[src/rtl/matrix_stream_reader.sv]
`default_nettype none
// ============================================================================
// Module      : matrix_stream_reader
// Description : Requests one refresh from the random matrix generator over the
//               update_en/update_done handshake, snapshots the flat matrix bus
//               and streams the row*col valid elements row-major over a
//               valid/ready interface towards the display/UART formatter.
// Revision    : 1.0 - initial release
// ============================================================================
module matrix_stream_reader #(
  parameter int WIDTH          = 8,
  parameter int MAX_DIM        = 5,
  parameter int TIMEOUT_CYCLES = 1024
) (
  input  logic                             clk,
  input  logic                             rst,
  input  logic                             start,
  input  logic [2:0]                       row,
  input  logic [2:0]                       col,
  output logic                             gen_update_en,
  input  logic                             gen_update_done,
  input  logic [MAX_DIM*MAX_DIM*WIDTH-1:0] gen_matrix_flat,
  output logic [WIDTH-1:0]                 out_data,
  output logic                             out_valid,
  input  logic                             out_ready,
  output logic [2:0]                       out_row_idx,
  output logic [2:0]                       out_col_idx,
  output logic                             out_row_last,
  output logic                             out_last,
  output logic                             busy,
  output logic                             done,
  output logic                             timeout_err
);

  localparam int c_NEL   = MAX_DIM * MAX_DIM;
  localparam int c_K_W   = $clog2(c_NEL + 1);
  localparam int c_TMO_W = (TIMEOUT_CYCLES > 1) ? $clog2(TIMEOUT_CYCLES) : 1;

  localparam logic [c_TMO_W-1:0] c_TMO_LAST = c_TMO_W'(TIMEOUT_CYCLES - 1);
  localparam logic [2:0]         c_MAX_DIM  = 3'(MAX_DIM);

  localparam logic [1:0] c_ST_IDLE   = 2'd0;
  localparam logic [1:0] c_ST_REQ    = 2'd1;
  localparam logic [1:0] c_ST_STREAM = 2'd2;

  logic [1:0]         r_state;
  logic [1:0]         w_state_nxt;

  logic [2:0]         r_rows;
  logic [2:0]         r_cols;
  logic [c_K_W-1:0]   r_total;
  logic [c_K_W-1:0]   r_k;
  logic [c_TMO_W-1:0] r_tmo;

  logic [WIDTH-1:0]   r_cap [c_NEL];
  logic [WIDTH-1:0]   r_data;
  logic [2:0]         r_row_idx;
  logic [2:0]         r_col_idx;
  logic               r_row_last;
  logic               r_last;
  logic               r_done;
  logic               r_timeout_err;

  logic [2:0]         w_r_eff;
  logic [2:0]         w_c_eff;
  logic [c_K_W-1:0]   w_total;
  logic               w_start_ok;
  logic               w_req_expired;
  logic               w_beat;
  logic [c_K_W-1:0]   w_k_nxt;
  logic               w_col_wrap;
  logic [2:0]         w_col_nxt;
  logic [2:0]         w_row_nxt;

  // Requested dimensions clamped into 1..MAX_DIM; a zero request still yields one line.
  always_comb begin
    w_r_eff = (row == 3'd0) ? 3'd1 : ((row > c_MAX_DIM) ? c_MAX_DIM : row);
    w_c_eff = (col == 3'd0) ? 3'd1 : ((col > c_MAX_DIM) ? c_MAX_DIM : col);
    w_total = c_K_W'(w_r_eff) * c_K_W'(w_c_eff);
  end

  // A start is refused while the generator still holds done from the previous handshake.
  assign w_start_ok    = (r_state == c_ST_IDLE) && start && !gen_update_done;
  assign w_req_expired = (r_state == c_ST_REQ) && !gen_update_done && (r_tmo == c_TMO_LAST);
  assign w_beat        = (r_state == c_ST_STREAM) && out_ready;

  assign w_k_nxt    = r_k + c_K_W'(1);
  assign w_col_wrap = (r_col_idx == (r_cols - 3'd1));
  assign w_col_nxt  = w_col_wrap ? 3'd0 : (r_col_idx + 3'd1);
  assign w_row_nxt  = w_col_wrap ? (r_row_idx + 3'd1) : r_row_idx;

  // State register.
  always_ff @(posedge clk) begin
    if (rst) begin
      r_state <= c_ST_IDLE;
    end else begin
      r_state <= w_state_nxt;
    end
  end

  // Next-state logic; done from the generator wins over an expiring timeout.
  always_comb begin
    w_state_nxt = r_state;
    case (r_state)
      c_ST_IDLE: begin
        if (w_start_ok) w_state_nxt = c_ST_REQ;
      end
      c_ST_REQ: begin
        if (gen_update_done)    w_state_nxt = c_ST_STREAM;
        else if (w_req_expired) w_state_nxt = c_ST_IDLE;
      end
      c_ST_STREAM: begin
        if (w_beat && r_last) w_state_nxt = c_ST_IDLE;
      end
      default: w_state_nxt = c_ST_IDLE;
    endcase
  end

  // State-decoded outputs: request, valid and busy follow the state register directly.
  always_comb begin
    gen_update_en = (r_state == c_ST_REQ);
    out_valid     = (r_state == c_ST_STREAM);
    busy          = (r_state != c_ST_IDLE);
  end

  // Datapath: dimension latch, timeout counter, snapshot and the registered output beat.
  always_ff @(posedge clk) begin
    if (rst) begin
      r_rows        <= 3'd0;
      r_cols        <= 3'd0;
      r_total       <= '0;
      r_k           <= '0;
      r_tmo         <= '0;
      r_data        <= '0;
      r_row_idx     <= 3'd0;
      r_col_idx     <= 3'd0;
      r_row_last    <= 1'b0;
      r_last        <= 1'b0;
      r_done        <= 1'b0;
      r_timeout_err <= 1'b0;
      for (int i = 0; i < c_NEL; i++) r_cap[i] <= '0;
    end else begin
      r_done        <= 1'b0;
      r_timeout_err <= 1'b0;
      case (r_state)
        c_ST_IDLE: begin
          if (w_start_ok) begin
            r_rows  <= w_r_eff;
            r_cols  <= w_c_eff;
            r_total <= w_total;
            r_tmo   <= '0;
          end
        end
        c_ST_REQ: begin
          if (gen_update_done) begin
            for (int i = 0; i < c_NEL; i++) r_cap[i] <= gen_matrix_flat[i*WIDTH +: WIDTH];
            // First beat is presented straight from the bus so it is valid next cycle.
            r_data     <= gen_matrix_flat[0 +: WIDTH];
            r_k        <= '0;
            r_row_idx  <= 3'd0;
            r_col_idx  <= 3'd0;
            r_row_last <= (r_cols == 3'd1);
            r_last     <= (r_total == c_K_W'(1));
          end else if (w_req_expired) begin
            r_timeout_err <= 1'b1;
          end else begin
            r_tmo <= r_tmo + c_TMO_W'(1);
          end
        end
        c_ST_STREAM: begin
          if (w_beat) begin
            if (r_last) begin
              // Leave the beat fields cleared so nothing stale lingers once valid drops.
              r_done     <= 1'b1;
              r_data     <= '0;
              r_row_idx  <= 3'd0;
              r_col_idx  <= 3'd0;
              r_row_last <= 1'b0;
              r_last     <= 1'b0;
            end else begin
              r_k        <= w_k_nxt;
              r_data     <= r_cap[w_k_nxt];
              r_row_idx  <= w_row_nxt;
              r_col_idx  <= w_col_nxt;
              r_row_last <= (w_col_nxt == (r_cols - 3'd1));
              r_last     <= (w_k_nxt == (r_total - c_K_W'(1)));
            end
          end
        end
        default: ;
      endcase
    end
  end

  assign out_data     = r_data;
  assign out_row_idx  = r_row_idx;
  assign out_col_idx  = r_col_idx;
  assign out_row_last = r_row_last;
  assign out_last     = r_last;
  assign done         = r_done;
  assign timeout_err  = r_timeout_err;

endmodule
`default_nettype wire

[config.mk]
export PLATFORM = sky130hd
export DESIGN_NAME = matrix_stream_reader
export DESIGN_NICKNAME = d
export VERILOG_FILES = /design/src/rtl/matrix_stream_reader.sv
export SDC_FILE = /design/constraint.sdc
export NUM_CORES = 1
export LEC_CHECK = 0
export ABC_AREA = 1
export BUFFER_PORTS_ARGS = -buffer_cell sky130_fd_sc_hd__buf_4
export CORE_UTILIZATION = 61
export CTS_CLUSTER_DIAMETER = 200
export DETAILED_ROUTE_END_ITERATION = 10
export HOLD_SLACK_MARGIN = 0.05
export PLACE_DENSITY = 0.86
export SLEW_MARGIN = 20
export SYNTH_ARGS = -nofsm -noshare
export SYNTH_HDL_FRONTEND = slang
export SYNTH_SLANG_ARGS = --single-unit
[constraint.sdc]
create_clock -name clk -period 20.3 [get_ports clk]
set_clock_uncertainty 0.05 [all_clocks]
set_input_delay 4.06 -clock clk [delete_from_list [all_inputs] [get_ports clk]]
set_output_delay 4.06 -clock clk [all_outputs]
set_load 0.005 [all_outputs]
==> metrics.md <==
| Metric | Value |
|---|---|
| Layout Cells excl Fill | `2050` |
| GR Util met3 | `4.26%` |
| Placer's final routability congestion estimate | `0.862` |
| CTS tree | `yes` |
| DRC Markers | `0` |
| CP max FO | `80` |
| TNS Setup | `0 ns` |
| Hold Path Class | `reg -> reg` |
| Synth top area share | `47.8%` |
| Cell taking the most area after synthesis | `edfxtp_1` |
| Clock tree buffer depth | `3` |
| Worst-Skew Late Latency | `0.52 ns` |
| Library cells used by synthesis | `31` |
| IO Port Bufs | `231` |
| Hold-fix buffers, CTS | `0` |
| Synth Flop Type | `edfxtp_1` |
| Clk sinks | `243` |
| Met2 Usage GRT | `51.3%` |
| Clock Pin Slew Worst Setup and Hold Paths | `0.06 ns` |
| Diode count | `0` |
| Hold path start | `r_k[4]` |
| Leakage | `7.61 nW` |
| Gr busiest metal | `met2` |
| First-pass DRT Iterations | `5` |
| Final worst path period need | `6.71 ns` |
| Synth Warn # | `0` |
| Syn avg cell area | `8.00 µm²` |
| PwrDens | `90.6 mW/mm²` |
| Root buf cell | `clkbuf_16` |
| Startpoint Class | `primary input` |
| Starting Density | `62.0%` |
| CORE AREA | `0.0202 mm²` |
| Starting DRC count in detailed routing | `1134` |
| Hpwl dp | `21000 µm` |
| Setup Crit Path Kind | `in -> reg` |
| Slew margin rel. | `31.4%` |
| Crit path arrival time | `6.79 ns` |
| Vias/cell | `5.26` |
| RSZ-0062 raised after global routing | `false` |
| Max IR drop VDD | `65.2 µV` |
| Vias | `10800` |
| CP startpoint | `rst` |
| Grt total ovfl | `0` |
| Count leader, synth | `inv_1` |
| Crit end category | `flop` |
| Pin count of the biggest net entering global routing | `103` |
| Fin nets | `1992` |
| Cell Count Post-Placement | `2008` |
| ANT nets after route | `0` |
| Synth cell count leaders | `363 x inv_1, 359 x nand2_1, 233 x nor2_1` |
| Worst EP required | `20.38 ns` |
| Overall power after layout | `1.37 mW` |
| WL final | `31300 µm` |
| Wire length of the first global-routing pass | `50000 µm` |
| Max Slew Vio Count | `0` |
| FP Rows | `52` |
| Status | `complete, no violations` |
| Met1 Use GR | `37.7%` |
| Cells after Synth | `1570` |
| Final Instance Area | `0.0151 mm²` |
| I/O pin count | `232` |
| Slew @ Worst Pin | `1.03 ns` |
| Tcrit/Tclk final | `33.1%` |
| Max Fclk | `149 MHz` |
| Cts repair resizes | `0` |
| Die Span X | `145 µm` |
| Final-report hold violation count | `0` |
| Post-synth EDFFs | `200` |
| RR Startpoint | `r_k[0]` |
| Final setup viols | `0` |
| Yosys reg bits | `243` |
| Syn nets | `1798` |
| Vias in the first global route | `10500` |
| Initial antenna violation count | `0` |
| Synth async-reset ratio | `0%` |
| WL/cell | `15.3 µm` |
| Total GRT Usage | `29.8%` |
| Setup Buffers After CTS | `0` |
| Layout cells sized above 1 | `16.0%` |
| Sequential area share after synthesis | `54.7%` |
| Post-DP Area | `0.0144 mm²` |
| Num CTS Buffers | `24` |
| Post-Syn Area | `0.0126 mm²` |
| Flop-to-flop setup slack | `17.50 ns` |
| H-tree depth | `1` |
| Synth-to-layout area growth | `20.6%` |
| Die area | `0.0212 mm²` |
| Fin Hold WS | `0.431 ns` |
| Max-Cap Viols | `0` |
| Die Ht | `145 µm` |
| Main area contributors after synthesis | `edfxtp_1 48%, inv_1 11%, nand2_1 11%, nor2_1 7.0%, dfxtp_1 6.9%` |
## final timing paths
| check | to | cells after the start |
|---|---|---|
| max | r_cap[8][1] | 4 |
| min | r_k[4] | 2 |
| max reg2reg | out_data[5] | 8 |
| min reg2reg | r_k[4] | 2 |
## flip-flops by register name, summed over array words and instances, names as in the netlist, 2 cells and up
| register | cells |
|---|---|
| r_state | 2 |
| r_k | 5 |
| r_cols | 3 |
| r_tmo | 10 |
| out_row_idx | 3 |
| r_total | 5 |
| out_col_idx | 3 |
| out_data | 8 |
| r_cap | 200 |
## through the flow
stage | setup slack [ns] | utilization [%]
detailed placement | 13.13 | 71.0
global route | 13.40 | 74.9
finish | 13.59 | 74.9
floorplan | 10.66 | -
CTS | 13.65 | 74.8
global placement | 13.20 | 71.0
## placed cells by master (no fill, tap or decap), drive strengths merged, types with 8 or more instances in the layout
cell	synthesis	routed
a21oi	53	53
buf	35	238
clkbuf	35	37
dfxtp	43	43
edfxtp	200	200
ha	15	15
inv	364	363
nand2	359	359
nand3	169	169
nor2	234	234
nor3	8	8
o21ai	24	24
xor2	12	12
## logic make-up (layout without fill, tap and decap cells)
logic type      count (synthesis)  after routing  synth area share, %
simple gates                  776            776                 25.2
buf+inv                       436            646                 13.6
flops                         243            243                 54.7
compound gates                 81             81                 3.28
fa+ha+maj                      17             17                 1.81
xor+xnor                       17             17                 1.46
## report_power, final
| group | total (mW) | switching, mW | internal [mW] |
|---|---|---|---|
| Clock | 0.433 | 0.179 | 0.254 |
| Sequential | 0.659 | 0.0302 | 0.629 |
| Combinational | 0.281 | 0.180 | 0.101 |
## critical path: stages
cell and delay (ns):
buf_4 0.59, inv_1 0.56, nand2_4 0.59, buf_4 0.88
## metal layers
layer	vias up	wire length, µm
li1	5174	-
met1	4939	11900
met2	568	15500
met3	97	2700
met4	0	1260
met5	-	0
## area by class of cell
| type | count | area (µm²) |
|---|---|---|
| Clock buffer | 37 | 714 |
| Clock inverter | 5 | 48.8 |
| Fill cell | 1435 | 5090 |
| Inverter | 366 | 1380 |
| Multi-Input combinational cell | 891 | 4010 |
| Sequential cell | 243 | 6870 |
| Tap cell | 270 | 338 |
| Timing Repair Buffer | 238 | 1790 |
Note: power is estimated with default switching activity, not from simulation.
